==> config.mk <==
export PLATFORM = sky130hd
export DESIGN_NAME = mem_stage
export DESIGN_NICKNAME = d
export VERILOG_FILES = /design/src/rtl/mem_stage.sv
export SDC_FILE = /design/constraint.sdc
export NUM_CORES = 2
export LEC_CHECK = 0
export CAP_MARGIN = 20
export CORE_ASPECT_RATIO = 1.4
export CORE_UTILIZATION = 64
export CTS_CLUSTER_SIZE = 20
export DETAILED_ROUTE_END_ITERATION = 8
export DONT_BUFFER_PORTS = 1
export PLACE_DENSITY = 0.83
export SLEW_MARGIN = 20
export SYNTH_ARGS = -nofsm -noshare
export SYNTH_HDL_FRONTEND = slang
export SYNTH_SLANG_ARGS = --single-unit
==> constraint.sdc <==
create_clock -name clk -period 11.4 [get_ports clk]
set_input_delay 0.57 -clock clk [delete_from_list [all_inputs] [get_ports clk]]
set_output_delay 0.57 -clock clk [all_outputs]
set_load 0.1 [all_outputs]
==> src/rtl/mem_stage.sv <==
`default_nettype none
// +--------------------------------------------------------------------------+
// | mem_stage : MEM pipeline stage with a byte-wide data RAM, one scalar     |
// |             byte or one LANES-byte vector per operation, one byte/clk.   |
// | Revision  : 1.0                                                          |
// +--------------------------------------------------------------------------+
module mem_stage #(
  parameter int LANES = 20,
  parameter int DEPTH = 256
) (
  input  logic                  clk,
  input  logic                  rst,
  input  logic                  op_type,
  input  logic                  op_source,
  input  logic                  write_enable,
  input  logic [31:0]           address,
  input  logic [LANES-1:0][7:0] aluResultV,
  input  logic [LANES-1:0][7:0] rd2_vec,
  input  logic [7:0]            aluResultS,
  input  logic [7:0]            rd2_sca,
  output logic [7:0]            scalar_output,
  output logic [LANES-1:0][7:0] vector_output,
  output logic                  mem_finished,
  output logic [7:0]            mem_data
);

  localparam int c_aw = $clog2(DEPTH);
  localparam int c_lw = $clog2(LANES);

  typedef enum logic [1:0] {
    S_IDLE = 2'd0,
    S_BUSY = 2'd1,
    S_DONE = 2'd2
  } state_t;

  state_t                  r_state;
  logic [c_lw-1:0]         r_lane;
  logic [7:0]              r_ram [DEPTH];
  logic [7:0]              r_scalar;
  logic [LANES-1:0][7:0]   r_vector;
  logic                    r_finished;
  logic [7:0]              r_mem_data;

  logic [32:0]             w_end;
  logic                    w_oor;
  logic [c_aw-1:0]         w_idx;
  logic [7:0]              w_rd;
  logic [7:0]              w_src;
  logic                    w_last;

  // Range check at 33 bits so a base near 2^32 cannot wrap back into the RAM.
  assign w_end  = {1'b0, address} + (op_type ? 33'(LANES) : 33'd1) - 33'd1;
  assign w_oor  = (w_end >= 33'(DEPTH));
  assign w_idx  = c_aw'(address) + c_aw'(r_lane);
  assign w_rd   = r_ram[w_idx];
  assign w_src  = op_type ? (op_source ? aluResultV[r_lane] : rd2_vec[r_lane])
                          : (op_source ? aluResultS : rd2_sca);
  assign w_last = !op_type || (r_lane == c_lw'(LANES - 1));

  // RAM sits in the reset-dominated block so no write can occur while rst is low;
  // its contents are deliberately left out of the reset branch.
  always_ff @(posedge clk or negedge rst) begin
    if (!rst) begin
      r_state    <= S_IDLE;
      r_lane     <= '0;
      r_scalar   <= '0;
      r_vector   <= '0;
      r_finished <= 1'b0;
      r_mem_data <= '0;
    end else begin
      case (r_state)
        S_IDLE, S_BUSY: begin
          if (r_state == S_IDLE && w_oor) begin
            r_state    <= S_DONE;
            r_finished <= 1'b1;
            r_mem_data <= '0;
            if (op_type) r_vector <= aluResultV;
            else         r_scalar <= aluResultS;
          end else begin
            if (write_enable)  r_ram[w_idx]     <= w_src;
            else if (op_type)  r_vector[r_lane] <= w_rd;
            r_mem_data <= write_enable ? w_src : w_rd;
            if (w_last) begin
              r_state    <= S_DONE;
              r_finished <= 1'b1;
              if (write_enable) begin
                if (op_type) r_vector <= aluResultV;
                else         r_scalar <= aluResultS;
              end else if (!op_type) begin
                r_scalar <= w_rd;
              end
            end else begin
              r_state <= S_BUSY;
              r_lane  <= r_lane + c_lw'(1);
            end
          end
        end
        S_DONE: begin
          r_mem_data <= '0;
        end
        default: begin
          r_state <= S_IDLE;
        end
      endcase
    end
  end

  assign scalar_output = r_scalar;
  assign vector_output = r_vector;
  assign mem_finished  = r_finished;
  assign mem_data      = r_mem_data;

endmodule
`default_nettype wire

* After elaboration in Yosys (flattened, before gate mapping)
Memories as Yosys holds them, arrays and structs flattened.
Cells that the tools add are included.
** Storage, ports and cells
- Bits in registers :: 184
- RAM bits :: 2048
- Input bits :: 373
- Output and inout port bits :: 177
- Word-level logic and storage cells :: 88
- Memories :: 1
** Memory list
- r_ram :: depth 256, bits a word 8, read ports 1, clocked after memory_dff 0, write ports 1, line 38 : logic [7:0] r_ram [DEPTH];
** Operators by class
- Add/subtract/negate cells :: 4
- Magnitude comparators :: 3
- Equality and inequality tests :: 5
- Mux-type cells :: 35
- Bitwise gates (word level) :: 2
- Reduce and logical (&&, ||, !) cells :: 13
** Operators by type and width (count)
- $mux 160 :: 7
- $bwmux 160 :: 1
- $mux 8 :: 13
- $bmux 8 s5 :: 2
- $demux 8 s5 :: 1
- $add 32x5->33 :: 1
- $ge 33x9->1 const B :: 1
- $sub 33x1->33 const B :: 1
- $pmux 8 s2 :: 1
- $add 8x5->8 :: 1
- $lt 5x6->1 const B :: 1
- $mux 1 :: 6
- $reduce_and 3->1 :: 2
- $add 5x1->5 const B :: 1
- $eq 5x5->1 const B :: 1
- $ge 5x1->1 const B :: 1
- $mux 5 :: 1
- $mux 2 :: 2
- $pmux 2 s2 :: 1
- $reduce_and 2->1 :: 2
- $reduce_bool 2->1 :: 2
- $logic_and 1x1->1 :: 3
- $ne 3x1->1 const B :: 1
- $eq 2x1->1 const B :: 1
- 7 further kinds :: 8

* Logic depth before layout (Yosys ltp)
- Depth in word-level cells :: 11
- Depth in mapped cells :: 19
- Mapped depth without buffers :: 16

* Worst setup path after synthesis
Ideal clock, no wire load.
- Path kind :: input -> register
- Start :: in op_source
- End :: mem r_ram[0][7], data pin
- Setup time :: 2.197 ns
- Data arrival time :: 11.106 ns
- Data required time :: 9.203 ns
- Path slack :: -1.904 ns
- Stages on the path :: 3
- Path buffers :: 1
- Cell sequence :: clkbuf_1 -> mux2i_1 -> o21ai_0
** On the way
- Word-level cells in the longest chain between the ends :: 2
- Elaborated cells on any way between the ends :: 3
- Classes of those cells :: mux (3)
** RTL lines
- start: declaration :: line 14 : input logic op_source,
- $mux 8 (on tied branches) :: line 57, 56
- $mux 8 (*) :: line 56 : assign w_src = op_type ? (op_source ? aluResultV[r_lane] : rd2_vec[r_lane])
- via w_src[7] :: line 48 : logic [7:0] w_src;
- end: declaration :: line 38
The timed path passes the listed nets; every way through them passes the cells marked *.

* Worst setup path in the final report
- Start :: reg r_lane[0]
- End :: reg r_vector (netlist bit vector_output[55])
** On the way
- Word-level cells in the longest chain between the ends :: 11
- Elaborated cells on any way between the ends :: 16
- Classes of those cells :: add/sub (1); order compare (2); eq/ne (1); mux (9); reduce/logical (2); memory (1)
** RTL lines
- start: declaration :: line 37 : logic [c_lw-1:0] r_lane;
- start signal: assignment :: line 94 : r_lane <= r_lane + c_lw'(1);
- parallel branches: the longest is 9 deep, another holds $add 8x5->8
- $mux 160 (*) :: line 83 : if (w_last) begin
- $mux 160 (*) :: line 73 : if (r_state == S_IDLE && w_oor) begin
- end signal: assignment :: line 77 : if (op_type) r_vector <= aluResultV;
- end signal: indexed assignment :: line 81 : else if (op_type) r_vector[r_lane] <= w_rd;
- end signal: assignment :: line 87 : if (op_type) r_vector <= aluResultV;
- end: declaration :: line 40 : logic [LANES-1:0][7:0] r_vector;
Mark *: on every way between the ends.
A chain may end at the register's enable or synchronous reset.

==> flow_summary.toml <==
[status]
outcome = "complete, no violations"

[die]
floorplan.initialDensity = 0.647
io_pins = 550
core.rowCount = 165
die_w_microns = 326
die_area_sq_um = 148000
core_sq_um = 145000
die_y_microns = 455

[place]
gp_congestion = 1.05
io_buffers = 0
placed_cell_area_sq_um = 95500
hpwl_mm = 188

[synth]
synth_fp_nets = 5838
ys_warn_count = 0
syn_inst = 5419
syn_area_sq_um = 93800
syn_avg_cell_area_sq_um = 17.3
synthDistinctLibCells = 94
ys.flop_type = "edfxtp_1"
synth_edf_count = 2048
ys_seq_elements = 2232
yosysSeqAreaShare = 0.705
ys_async_sr_fraction = 0.0824

[drt]
vias_per_cell = 7.75
first_pass_iters = 9
num_vias = 59400
drtAntennaViolNets = 0
post_drt_wl_per_cell_microns = 41.6
drt-initial-drc-count = 10700
route.detailed.drc = 0
drt_wl_total_mm = 319

[worst_setup_path]
crit_top_cell = "a311oi_1"
max_stage_delay_ns = 1.20
arrival_ns = 8.09
crit_buf_inv = 2
path_max_fanout = 86
criticalPathCategory = "reg2reg"
cp_top_family = "compound AO/OA/AOI/OAI gates"
worst_setup_path_start_kind = "register"
crit_chain = "ha_4 > fa_4 > buf_12 > buf_4 > mux4_2 > nand2_1 > and3_1 > a311oi_1 > a311oi_1 > a211oi_1 > a31o_2 > mux2i_1 > nand2b_1 > o221ai_1"
cp.required_ns = 12.08
end_kind = "register"
crit_path_top_delay_cell = "fa_4"

[power_and_ir_drop]
power.density_nw_per_um2 = 168
vdd_drop_max_mv = 0.187
p_leak_nw = 33.7

[sta]
hold_violations = 0
finalSetupViolCount = 0
fmax_ghz = 0.135
slew_headroom = 0.0514
max_slew.worst_pin.slew_ns = 1.41
slew_violations = 0
finClkSkew_ns = 0.0355
post-route-period-util = 0.650
timing.setup.tns_ns = 0
rsz0062_at_grt = "no"
period_needed_ns = 7.41

[clock_tree]
cts_inserted_buffers = 186
cts_setup_buffers = 0
root_buffer = "clkbuf_16"
clock_latency_ns = 0.87
cts_tree = "done"
cts_sinks = 2232
clk_pin_slew_ns = 0.07
htree_levels = 4
clock_path_buffers = 3

[grt]
overflow = 0
grt_usage = 0.436
grt_max_degree = 185
grt_pass1_vias = 57700
antenna_found_initial = 72
grt_pass1_wl_mm = 446

[finish]
final_nets = 5957
drive_gt1_frac = 0.195
post-route-cell-area_sq_um = 104000
area_growth_pct = 10.4

[job]
maxCapViolations = 0

[min_path]
hold_path_class = "in2reg"
report_power, final:
group | total [mW] | leakage [nW] | internal (mW) | switching (mW)
combinational | 1.70 | 10.4 | 0.510 | 1.19
clock | 6.49 | 2.88 | 3.44 | 3.05
sequential | 9.19 | 20.4 | 9.07 | 0.118
synthesized netlist by cell type, drive strengths merged, types with 6 or more instances:
cell	count	share of area
a31oi	70	0.0048
nand2b	10	0.00075
a311oi	47	0.0044
nand2	745	0.030
nor2	316	0.014
mux2i	36	0.0038
and3	85	0.0057
and2	8	0.00053
mux2	16	0.0019
nor2b	6	0.00040
ha	44	0.0059
buf	226	0.014
nand4	11	0.00073
a22oi	91	0.0073
o21ai	117	0.0062
a21oi	66	0.0041
nor3b	6	0.00053
a211oi	17	0.0014
o221ai	94	0.0094
edfxtp	2048	0.66
a2111oi	6	0.00069
a311o	8	0.00085
dfrtp	184	0.049
mux4	614	0.15
inv	156	0.0062
o22ai	17	0.0011
xor2	7	0.00065
xnor2	10	0.00093
nor3	30	0.0017
o21a	9	0.00072
a21o	9	0.00072
nand3	105	0.0057
o211ai	10	0.00085
clkbuf	116	0.0046
a21boi	7	0.00060
logic make-up after synthesis:
group / count (synthesis) / synth area share
buf+inv: 499 / 0.0250
simple gates: 1342 / 0.0612
compound gates: 617 / 0.0482
fa+ha+maj: 46 / 0.00629
mux: 666 / 0.153
xor+xnor: 17 / 0.00159
flops: 2232 / 0.705
worst paths after layout:
path / endpoint / from / slack, ns / cells past startpoint
setup / recovery: vector_output[55] / r_lane[0] / 3.99 / 14
max in group asynchronous: vector_output[9] / rst / 9.96 / 3
hold reg to reg: vector_output[95] / vector_output[95] / 0.56 / 2
min in group asynchronous: scalar_output[7] / rst / 0.30 / 2
hold / removal: scalar_output[6] / op_type / 0.03 / 2
setup reg to reg: vector_output[55] / r_lane[0] / 3.99 / 14
routing by layer:
| metal | global-route usage | wire (microns) | up-vias |
|---|---|---|---|
| li1 | - | - | 21800 |
| met1 | 0.469 | 87700 | 29100 |
| met2 | 0.649 | 143000 | 6497 |
| met3 | 0.191 | 48800 | 1887 |
| met4 | 0.403 | 39300 | 54 |
| met5 | 0.0112 | 511 | - |
state kept, by name (all words and copies together) (netlist names):
signal         count
mem_data           8
mem_finished       1
r_lane             5
r_ram           2048
r_state            2
scalar_output      8
vector_output    160
layout make-up:
cell class / instances / area, sq um
Clock inverter: 114 / 1100
Tap cell: 1920 / 2400
Antenna cell: 57 / 143
Multi-Input combinational cell: 2688 / 25600
Fill cell: 7872 / 41400
Inverter: 157 / 589
Clock buffer: 223 / 4860
Sequential cell: 2232 / 66100
Timing Repair Buffer: 273 / 2720
timing repair:
| action | 4_1_cts | 5_1_grt |
|---|---|---|
| endpoints found under the hold margin | 360 | 0 |
| gates resized for setup | 0 | 0 |
| hold buffers | 172 | 0 |
through the flow:
step / cells / utilization / worst slack, ns / hold WS [ns] / power (mW)
after floorplan: 5419 / - / 2.50 / 0.274 / 10.3
after global placement: 7092 / 0.659 / 4.55 / 0.315 / 10.8
after detailed placement: 7092 / 0.659 / 4.51 / 0.316 / 10.8
after CTS: 7601 / 0.712 / 4.30 / 0.0152 / 17.2
after global routing: 7639 / 0.714 / 4.08 / 0.0320 / 17.6
final: 7664 / 0.714 / 3.99 / 0.0300 / 17.4
cell usage in the layout (no fill, tap or decap), types with 91 or more instances in the layout:
master,count
dlygate4sd3_1,171
clkbuf_16,187
nor2_1,299
dfrtp_1,161
mux4_2,608
nand2_1,741
inv_1,156
a22oi_1,91
o21ai_0,92
nand3_1,104
edfxtp_1,2048
(Power assumes the default switching activity.)
